### src/rtl/id_ex_stage.sv
// ---------------------------------------------------------------------------
// id_ex_stage
//
// ID/EX pipeline register of the MIPS core together with the combinational
// front end of the EX stage. Decoded operands and control bits from ID are
// captured on the rising clock edge. The EX-side outputs then apply operand
// forwarding, the ALUSrc immediate select and the ALU-control decode with no
// further register stage. The block also detects load-use hazards and
// handles stall, flush and bubble insertion.
//
// Configuration macro: EX_FORWARDING_EN
//   defined   - EX/MEM and MEM/WB results are forwarded to operand1,
//               operand2 and store_data. load_use_stall fires only for a
//               load in EX.
//   undefined - the exmem_* and memwb_* inputs are ignored and operands come
//               from registered data only. load_use_stall fires for any valid
//               register-writing instruction in EX whose destination is read
//               by ID. MEM/WB distance hazards must be covered by software.
//
// Ports:
//   clk, reset            rising-edge clock, asynchronous active-high reset
//   stall, flush          hold stage / replace next contents with a bubble
//   id_*                  decoded instruction fields and control from ID
//   exmem_*, memwb_*      writeback candidates used for forwarding
//   operand1, operand2    ALU operands
//   alu_control           4-bit ALU operation select
//   store_data            forwarded rt value for stores
//   ex_dest               destination register (rd if reg_dst, else rt)
//   ex_reg_write, ex_mem_read, ex_mem_write
//                         control outputs, qualified by ex_valid
//   ex_valid              stage holds a real instruction
//   illegal_funct         valid R-type instruction with unsupported funct
//   load_use_stall        request to freeze PC/IF/ID for one cycle
// ---------------------------------------------------------------------------
module id_ex_stage #(
    parameter int DATA_W = 32,
    parameter int REG_W  = 5
) (
    input  logic              clk,
    input  logic              reset,
    input  logic              stall,
    input  logic              flush,
    input  logic              id_valid,
    input  logic [DATA_W-1:0] id_rs_data,
    input  logic [DATA_W-1:0] id_rt_data,
    input  logic [15:0]       id_imm16,
    input  logic [REG_W-1:0]  id_rs,
    input  logic [REG_W-1:0]  id_rt,
    input  logic [REG_W-1:0]  id_rd,
    input  logic [5:0]        id_funct,
    input  logic [1:0]        id_alu_op,
    input  logic              id_alu_src,
    input  logic              id_zero_ext,
    input  logic              id_reg_write,
    input  logic              id_mem_read,
    input  logic              id_mem_write,
    input  logic              id_reg_dst,
    input  logic              exmem_reg_write,
    input  logic [REG_W-1:0]  exmem_rd,
    input  logic [DATA_W-1:0] exmem_result,
    input  logic              memwb_reg_write,
    input  logic [REG_W-1:0]  memwb_rd,
    input  logic [DATA_W-1:0] memwb_result,
    output logic [DATA_W-1:0] operand1,
    output logic [DATA_W-1:0] operand2,
    output logic [3:0]        alu_control,
    output logic [DATA_W-1:0] store_data,
    output logic [REG_W-1:0]  ex_dest,
    output logic              ex_reg_write,
    output logic              ex_mem_read,
    output logic              ex_mem_write,
    output logic              ex_valid,
    output logic              illegal_funct,
    output logic              load_use_stall
);

    typedef struct packed {
        logic              valid;
        logic [DATA_W-1:0] rs_data;
        logic [DATA_W-1:0] rt_data;
        logic [DATA_W-1:0] imm;
        logic [REG_W-1:0]  rs;
        logic [REG_W-1:0]  rt;
        logic [REG_W-1:0]  rd;
        logic [5:0]        funct;
        logic [1:0]        alu_op;
        logic              alu_src;
        logic              reg_write;
        logic              mem_read;
        logic              mem_write;
        logic              reg_dst;
    } ex_fields_t;

    ex_fields_t        ex_q;
    ex_fields_t        ex_d;
    logic [DATA_W-1:0] imm_ext;
    logic [DATA_W-1:0] fwd_rs;
    logic [DATA_W-1:0] fwd_rt;

    // The immediate is extended before it is registered so EX sees a ready
    // DATA_W value and the extension stays off the forwarding path.
    assign imm_ext = id_zero_ext ? {{(DATA_W-16){1'b0}}, id_imm16}
                                 : {{(DATA_W-16){id_imm16[15]}}, id_imm16};

    // A bubble clears every field, not only the control bits, so an empty
    // stage presents zero operands and never matches a forwarding source.
    always_comb begin
        ex_d = ex_q;
        if (flush) begin
            ex_d = '0;
        end else if (stall) begin
            ex_d = ex_q;
        end else if (load_use_stall) begin
            ex_d = '0;
        end else begin
            ex_d.valid     = id_valid;
            ex_d.rs_data   = id_rs_data;
            ex_d.rt_data   = id_rt_data;
            ex_d.imm       = imm_ext;
            ex_d.rs        = id_rs;
            ex_d.rt        = id_rt;
            ex_d.rd        = id_rd;
            ex_d.funct     = id_funct;
            ex_d.alu_op    = id_alu_op;
            ex_d.alu_src   = id_alu_src;
            ex_d.reg_write = id_reg_write;
            ex_d.mem_read  = id_mem_read;
            ex_d.mem_write = id_mem_write;
            ex_d.reg_dst   = id_reg_dst;
        end
    end

    always_ff @(posedge clk or posedge reset) begin
        if (reset) begin
            ex_q <= '0;
        end else begin
            ex_q <= ex_d;
        end
    end

`ifdef EX_FORWARDING_EN
    // EX/MEM is the younger result and therefore wins over MEM/WB.
    always_comb begin
        fwd_rs = ex_q.rs_data;
        if (exmem_reg_write && (exmem_rd != '0) && (exmem_rd == ex_q.rs)) begin
            fwd_rs = exmem_result;
        end else if (memwb_reg_write && (memwb_rd != '0) && (memwb_rd == ex_q.rs)) begin
            fwd_rs = memwb_result;
        end
    end

    always_comb begin
        fwd_rt = ex_q.rt_data;
        if (exmem_reg_write && (exmem_rd != '0) && (exmem_rd == ex_q.rt)) begin
            fwd_rt = exmem_result;
        end else if (memwb_reg_write && (memwb_rd != '0) && (memwb_rd == ex_q.rt)) begin
            fwd_rt = memwb_result;
        end
    end

    // A load's data arrives one stage too late to forward into EX.
    assign load_use_stall = ex_q.valid && ex_q.mem_read && (ex_q.rt != '0) &&
                            ((ex_q.rt == id_rs) || (ex_q.rt == id_rt));
`else
    logic unused_fwd_inputs;
    assign unused_fwd_inputs = ^{exmem_reg_write, exmem_rd, exmem_result,
                                 memwb_reg_write, memwb_rd, memwb_result};

    assign fwd_rs = ex_q.rs_data;
    assign fwd_rt = ex_q.rt_data;

    // Without forwarding, any result still in EX is unavailable to ID.
    assign load_use_stall = ex_reg_write && (ex_dest != '0) &&
                            ((ex_dest == id_rs) || (ex_dest == id_rt));
`endif

    assign operand1     = fwd_rs;
    assign operand2     = ex_q.alu_src ? ex_q.imm : fwd_rt;
    assign store_data   = fwd_rt;
    assign ex_dest      = ex_q.reg_dst ? ex_q.rd : ex_q.rt;
    assign ex_valid     = ex_q.valid;
    assign ex_reg_write = ex_q.valid & ex_q.reg_write;
    assign ex_mem_read  = ex_q.valid & ex_q.mem_read;
    assign ex_mem_write = ex_q.valid & ex_q.mem_write;

    // An empty stage decodes as add so the ALU never sees the illegal code.
    always_comb begin
        alu_control   = 4'b0010;
        illegal_funct = 1'b0;
        if (ex_q.valid) begin
            case (ex_q.alu_op)
                2'b00:   alu_control = 4'b0010;
                2'b01:   alu_control = 4'b0110;
                2'b11:   alu_control = 4'b0001;
                default: begin
                    case (ex_q.funct)
                        6'b100000: alu_control = 4'b0010;
                        6'b100010: alu_control = 4'b0110;
                        6'b100100: alu_control = 4'b0000;
                        6'b100101: alu_control = 4'b0001;
                        6'b101010: alu_control = 4'b0111;
                        6'b100111: alu_control = 4'b1100;
                        default: begin
                            alu_control   = 4'b1111;
                            illegal_funct = 1'b1;
                        end
                    endcase
                end
            endcase
        end
    end

endmodule

### config.mk
export PLATFORM = sky130hd
export DESIGN_NAME = id_ex_stage
export DESIGN_NICKNAME = d
export VERILOG_FILES = /design/src/rtl/id_ex_stage.sv
export SDC_FILE = /design/constraint.sdc
export NUM_CORES = 1
export LEC_CHECK = 0
export ABC_AREA = 1
export CAP_MARGIN = 40
export CORE_MARGIN = 4
export CORE_UTILIZATION = 30
export CTS_CLUSTER_SIZE = 8
export DETAILED_ROUTE_END_ITERATION = 10
export PLACE_DENSITY = 0.68
export SLEW_MARGIN = 15
export SYNTH_ARGS = -nofsm -noshare
export SYNTH_HDL_FRONTEND = slang
export SYNTH_SLANG_ARGS = --single-unit
export TNS_END_PERCENT = 20
### constraint.sdc
create_clock -name clk -period 3.2 [get_ports clk]
set_input_delay 0.48 -clock clk [delete_from_list [all_inputs] [get_ports clk]]
set_output_delay 0.48 -clock clk [all_outputs]
set_load 0.02 [all_outputs]
## Word level (Yosys, flattened, before mapping)

Index checks and enable logic that the tools add are counted.

| word-level totals | value |
|---|---|
| register bits after elaboration | 120 |
| input bits | 190 |
| output and inout bits | 111 |
| logic and storage cells | 46 |

| operators by class | value |
|---|---|
| equal/unequal tests | 11 |
| muxes and demuxes | 12 |
| bitwise operators | 3 |
| reductions and logical operators | 7 |

Operators with widths:

| operator | number |
|---|---|
| $mux 125 | 3 |
| $mux 32 | 2 |
| $eq 6x6->1 const B | 6 |
| $pmux 4 s6 | 1 |
| $pmux 4 s3 | 1 |
| $eq 5x5->1 | 2 |
| $reduce_or 6->1 | 1 |
| $mux 5 | 1 |
| $reduce_bool 5->1 | 1 |
| $mux 4 | 1 |
| $and 1x1->1 | 3 |
| $mux 1 | 3 |
| $reduce_or 3->1 | 1 |
| $eq 2x1->1 const B | 1 |
| $eq 2x2->1 const B | 1 |
| $logic_and 1x1->1 | 2 |
| $logic_not 2->1 | 1 |
| $ne 2x1->1 const B | 1 |
| $logic_or 1x1->1 | 1 |

## Logic depth before layout (Yosys ltp)

Gate-level depths: netlist (run 1).

| depth | value |
|---|---|
| depth after elaboration | 7 |
| mapped depth | 15 |
| gate-level depth less buffers | 12 |

## Least setup slack after synthesis (run 1)

No wires, ideal clock.

| timing | value |
|---|---|
| path kind | reg-to-output |
| start point | register ex_q, in the netlist ex_valid |
| end point | output port alu_control[2] |
| arrival time | 1651 ps |
| slack | 1069 ps |
| stages on the path, launching flop included | 7 |
| buffers on the path | 0 |
| path through | dfrtp_1 -> nand2_1 -> inv_1 -> nand2_1 -> nor3_1 -> nor2_1 -> o221ai_1 |

| between the ends | value |
|---|---|
| cells in the longest elaborated chain, start to end | 1 |

Ends and longest elaborated chain:

| element | line | RTL |
|---|---|---|
| from (decl) | 94 | `ex_fields_t ex_q;` |
| from (signal assigned) | 135 | `ex_q <= '0;` |
| from (signal assigned) | 137 | `ex_q <= ex_d;` |
| $mux 4 | 190 | `if (ex_q.valid) begin` |
| to (decl) | 66 | `output logic [3:0] alu_control,` |

No other way between the ends.

## Worst setup path in the final report (run 1)

| timing | value |
|---|---|
| start point | register ex_q[0] in the netlist's numbering |
| end point | output port load_use_stall |

| between the ends | value |
|---|---|
| cells in the longest elaborated chain, start to end | 4 |
| elaborated cells on any way between the ends | 7 |
| classes of those cells | 2 x eq/ne; 1 x mux; 4 x reduce/logical |

Ends and longest elaborated chain:

| element | line | RTL |
|---|---|---|
| $mux 5 * | 180 | `assign ex_dest = ex_q.reg_dst ? ex_q.rd : ex_q.rt;` |
| $eq 5x5->1 / $reduce_bool 5->1 (equally long branches) | 174, 173 |  |
| $logic_or 1x1->1 / $logic_and 1x1->1 (equally long branches) | 174, 173 |  |
| $logic_and 1x1->1 * | 173 | `assign load_use_stall = ex_reg_write && (ex_dest != '0) &&` |
| to (decl) | 74 | `output logic load_use_stall` |

Every way passes the cells marked *; elsewhere a longest branch is shown, timed or not.

==> results of run 1 <==
## cell usage after synthesis, drive strengths merged
master,count,area (sq um)
a31oi,1,6.26
a21oi,2,10.0
buf,82,651
nand2,264,1050
o22ai,1,6.26
nand3,117,786
dfrtp,105,2630
nor3,3,15.0
inv,48,188
o21ai,18,90.1
nor4,1,6.26
o221ai,1,8.76
nor2,12,45.0
mux2,16,180
clkbuf,21,78.8
## layer usage
layer / global-route usage [%] / part of all wire [%] / vias to the layer above
met2: 26.0 / 50 / 142
met3: 6.15 / 7.5 / 15
met4: 3.86 / 1.7 / 0
met5: 0 / 0 / -
li1: - / - / 2396
met1: 17.4 / 41 / 2289
## registers in the layout, indices dropped and copies added (netlist names)
name,flops
store_data,32
operand1,32
ex_q,40
ex_valid,1
## worst reg2reg max path, stage by stage, from the launching register on
cell	delay, ps
dfrtp_1	640
nand2_1	180
nand2_2	140
nand2_1	60
o21ai_1	80
inv_1	50
nand3_1	70
nand2_1	90
nand2_4	80
buf_12	430
nand3_1	240
nand2_1	90
## worst paths after layout
path,startpoint,to
min in group asynchronous,reset,operand1[28]
worst min-delay path,ex_q[35],ex_q[35]
worst max register to register,ex_q[0],store_data[13]
worst max-delay path,ex_q[0],load_use_stall
max in group asynchronous,reset,store_data[30]
worst min register to register,ex_q[35],ex_q[35]
## cells by family after synthesis
family                 count (synthesis)
AO/OA/AOI/OAI                         23
multiplexers                          16
flip-flops                           105
buffers and inverters                151
AND/OR/NAND/NOR                      397
## per-stage QoR
stage	total power, mW	setup WS (ps)	area [sq um]	hold slack [ps]	util, %
global placement	2.16	563	7700	459	41.0
finish	3.22	359	7990	477	42.6
CTS	3.29	298	7990	482	42.6
detailed placement	2.16	572	7700	462	41.0
floorplan	1.85	1070	5750	443	-
global route	3.40	125	7990	494	42.6
## power by group through the flow
stage          combinational [mW]  clock (mW)  sequential, mW
2_1_floorplan               0.384           0            1.46
3_3_place_gp                0.677           0            1.48
3_5_place_dp                0.682           0            1.48
4_1_cts                     0.684        1.15            1.46
5_1_grt                     0.730        1.20            1.47
6_report                    0.673        1.09            1.46
## cell type report
cell class	count	share of cell area, %
flip-flops and latches	105	32.9
repair buffers	233	29.5
multi-input cells	436	27.8
well taps	234	3.66
clock buffers	10	2.99
inverters	48	2.40
clock inverters	6	0.642
diodes	2	0.0626
==> reports/metrics.yaml, run 1 <==
clock_tree:
  root_buffer: "clkbuf_16"
  post_cts_resized: 0
  hold_buffers: 0
  clkSlewWorstSetupHoldPaths_ps: 80
  clk_path_buf_depth: 2
  postCtsSetupBuffers: 0
  cts_sinks: 105
  cts_tree: "built"
  cts_buffers: 9
  clk_latency_ps: 350
  htree_levels: 3
pwr:
  ir_drop_uv: 260
  static-leakage-power_nw: 3.86
  seq_power_share_pct: 45.2
  pwr-share-comb_pct: 20.9
  power.net_switching_uw: 918
  intPower_mw: 2.30
  power_frac_clock_pct: 33.9
  p_per_area_nw_per_um2: 403
  swShare_pct: 28.5
synthesis:
  yosysUniqueCellTypes: 24
  synth_area_per_cell_sq_um: 8.31
  yosysSeqAreaShare_pct: 45.7
  yosys.area_share.xor_xnor_pct: 0
  synthCells: 692
  synth-compound-area-share_pct: 2.11
  yosysWarnings: 0
  netlist_area_sq_um: 5750
  synthMuxAreaShare_pct: 3.13
  ys_ff_latch: 105
  synthSimpleGateAreaFrac_pct: 33.1
  synth_fa_ha_area_share_pct: 0
  synth_fp_nets: 882
  synth_top_family_by_area: "simple AND/OR/NAND/NOR gates"
timing:
  worstMarginPinSlew_ps: 763
  rsz0062_at_grt: "no"
  slew_headroom_pct: 49.1
  clock.fmax_mhz: 352
  finalCriticalPeriod_ps: 2840
  setup_tns_ps: 0
  fin_worst_skew_ps: 14.1
  finalSetupViolCount: 0
  finalHoldViolations: 0
  maxSlewViolCount: 0
  finalCritPeriodShare_pct: 88.8
global_routing:
  grt_overflow: 0
  grt_start_max_net_pins: 106
  grt_antenna_before_repair: 2
  grtUsageTotal_pct: 15.1
  grt_pass1_wl_mm: 25.9
  grt_pass1_vias: 4883
final_layout:
  multiInputGateArea_sq_um: 2220
  layout_commonest_cell: "nand2_1"
  layout.cells.non_filler: 1074
  regArea_sq_um: 2630
  drive_gt1_share_pct: 11.6
  final_nets: 1023
  num-fill-cells: 1838
  mostFrequentLayoutCells: "252 x nand2_1, 224 x clkdlybuf4s50_1, 105 x dfrtp_1, 77 x nand3_1, 46 x inv_1"
  area_delta_synth_final_pct: 39.0
detailed_routing:
  vias_per_cell: 4.51
  vias: 4842
  wl_per_cell_microns: 15.0
  drtIter0Drc: 196
  dr.pass1.iters: 4
  route.detailed.drc: 0
  antenna_left: 0
  wl_mm: 16.2
min_path:
  min_path_type: "flop to flop"
  whs_path_depth: 2
worst_setup_path:
  crit_fanout: 9
  setup.worst_path.start_class: "flop"
  cp_data_arrival_time_ps: 2360
  critical-path-top-delay-family: "simple AND/OR/NAND/NOR gates"
  cp.required_ps: 2720
  cp.depth: 11
  slowest_delay_ps: 640
  cp_common_cell: "nand2_1"
  critPathKind: "flop to output pin"
  r2r_cells: 11
  cpMaxStageDelayCell: "dfrtp_1"
  crit_buf_inv: 2
  path_cells: "nand2_1 > nand2_2 > nand2_1 > nand2_1 > nand2_1 > nor2_1 > nand2_1 > nand2_1 > nand2_4 > inv_1 > clkdlybuf4s50_1"
  end_kind: "output pin"
  r2r_slack_ps: 1010
place:
  dp_hpwl_mm: 11.0
  place_congestion: 0.868
  post-place-cells: 1056
  io_buffers: 224
floorplanning:
  pin_count: 301
  rows: 50
  coreArea_sq_um: 18800
  start_util_pct: 30.6
  die_x_microns: 146
  dieArea_sq_um: 21400
  die_h_microns: 146
job:
  cap_viol_max_count: 0
run_status:
  status: "complete, no violations"
(Power assumes the default switching activity.)
==> inputs of run 2 (changes only) <==
CTS_CLUSTER_DIAMETER = 200   (was unset)
PLACE_DENSITY = 0.72   (was 0.68)
==> run 2 against run 1 <==
Net effect:
- wire length shrank 0.45%
- final area rose by 0.17%
- setup slack worse by 20 ps
- via count shrank 0.23%
- highest routed layer unchanged
==> reports/metrics.yaml, run 2 (same netlist as run 1, synthesis figures left out) <==
run_status:
  status: "complete, no violations"
worst_setup_path:
  r2r_cells: 11
  slowest_delay_ps: 630
  end_kind: "output pin"
  cp_data_arrival_time_ps: 2380
  setup.worst_path.start_class: "flop"
  crit_end: "load_use_stall"
  critical-path-top-delay-family: "simple AND/OR/NAND/NOR gates"
  rr_endpoint: "store_data[14]"
  crit_buf_inv: 2
  critPathKind: "flop to output pin"
  cp_common_cell: "nand2_1"
  cpMaxStageDelayCell: "dfrtp_1"
  cp.depth: 11
  path_cells: "nand2_1 > nand2_2 > nand2_1 > nand2_1 > nand2_1 > nor2_1 > nand2_1 > nand2_1 > nand2_4 > inv_1 > clkdlybuf4s50_1"
  r2r_slack_ps: 1040
  crit_start: "ex_q[0]"
  rr_startpoint: "ex_q[0]"
  crit_fanout: 9
  cp.required_ps: 2720
timing:
  rsz0062_at_grt: "no"
  clock.fmax_mhz: 350
  finalSetupViolCount: 0
  slew_headroom_pct: 48.4
  worstMarginPinSlew_ps: 773
  maxSlewViolCount: 0
  setup_tns_ps: 0
  finalCritPeriodShare_pct: 89.4
  fin_worst_skew_ps: 9.89
  finalHoldViolations: 0
  finalCriticalPeriod_ps: 2860
place:
  place_congestion: 0.864
  io_buffers: 224
  post-place-cells: 1058
  dp_hpwl_mm: 11.1
clock_tree:
  cts_buffers: 9
  postCtsSetupBuffers: 0
  clk_path_buf_depth: 2
  cts_tree: "built"
  hold_buffers: 0
  htree_levels: 3
  clk_latency_ps: 350
  clkSlewWorstSetupHoldPaths_ps: 70
  cts_sinks: 105
  post_cts_resized: 0
  root_buffer: "clkbuf_16"
final_layout:
  largest-register: "ex_q"
  layout.cells.non_filler: 1074
  drive_gt1_share_pct: 11.7
  largest_reg_flops: 40
  regArea_sq_um: 2630
  area_delta_synth_final_pct: 39.2
  diodes: 0
  final_nets: 1025
  num-fill-cells: 1819
  multiInputGateArea_sq_um: 2220
  layout_commonest_cell: "nand2_1"
  mostFrequentLayoutCells: "252 x nand2_1, 224 x clkdlybuf4s50_1, 105 x dfrtp_1, 77 x nand3_1, 46 x inv_1"
global_routing:
  grt_overflow: 0
  grt_pass1_vias: 5071
  grt_pass1_wl_mm: 26.4
  grt_antenna_before_repair: 0
  grtUsageTotal_pct: 15.2
  grt_start_max_net_pins: 106
pwr:
  p_per_area_nw_per_um2: 400
  static-leakage-power_nw: 3.87
  total_power_mw: 3.20
  ir_drop_uv: 249
job:
  cap_viol_max_count: 0
min_path:
  min_path_type: "flop to flop"
detailed_routing:
  antenna_left: 0
  wl_per_cell_microns: 15.0
  route.detailed.drc: 0
  drtIter0Drc: 189
  dr.pass1.iters: 4
  wl_mm: 16.1
  vias: 4831
  vias_per_cell: 4.50
floorplanning:
  rows: 50
  pin_count: 301
  dieArea_sq_um: 21400
  die_x_microns: 146
  die_h_microns: 146
  coreArea_sq_um: 18800
  start_util_pct: 30.6
[run 2: cell type report]
class                      instances  share of cell area (%)
timing repair buffer             235                    29.8
clock buffer                      10                    2.86
inverter                          48                    2.39
sequential                       105                    32.8
tap                              234                    3.66
multi-input combinational        436                    27.8
clock inverter                     6                   0.656
[run 2: how the worst min path moves through the flow]
stage	from	end	slack (ps)	cells after the start
floorplan	ex_q[28]	ex_q[28]	440	2
global placement	ex_q[33]	ex_q[33]	460	2
detailed placement	ex_q[28]	ex_q[28]	460	2
global route	ex_q[38]	ex_q[38]	490	2
finish	ex_q[36]	ex_q[36]	480	2
CTS	ex_q[36]	ex_q[36]	480	2
[run 2: metal layers]
| layer | part of all wire, % | track usage (%) |
|---|---|---|
| met1 | 40 | 17.2 |
| met2 | 50 | 27.0 |
| met3 | 7.9 | 5.99 |
| met4 | 1.4 | 3.81 |
| met5 | 0 | 0 |
[run 2: per-stage QoR]
step	setup WS [ps]	instance area (sq um)	hold slack (ps)	util (%)
6_report	339	8010	477	42.7
5_1_grt	213	8010	492	42.7
4_1_cts	317	8010	483	42.7
3_5_place_dp	575	7720	461	41.2
3_3_place_gp	567	7720	458	41.2
2_1_floorplan	1070	5750	443	-
[run 2: worst reg2reg max path, stage by stage (launching register included)]
cell	delay [ps]
dfrtp_1	630
nand2_1	190
nand2_2	140
nand2_1	60
nand2_1	60
nor2_1	40
nand3_1	50
nand2_1	90
nand2_4	80
buf_12	410
nand3_1	260
nand2_1	100
[run 2: where the power goes]
| part | leakage (nW) | switching, mW | internal, mW |
|---|---|---|---|
| registers | 1.40 | 0.0558 | 1.40 |
| clock network | 0.138 | 0.529 | 0.541 |
| logic | 2.34 | 0.333 | 0.347 |
==> inputs of run 3 (changes only) <==
CTS_CLUSTER_DIAMETER = unset   (was 200)
==> results of run 3 <==
No change in the layout: final DEF, timing and power equal those of run 2.
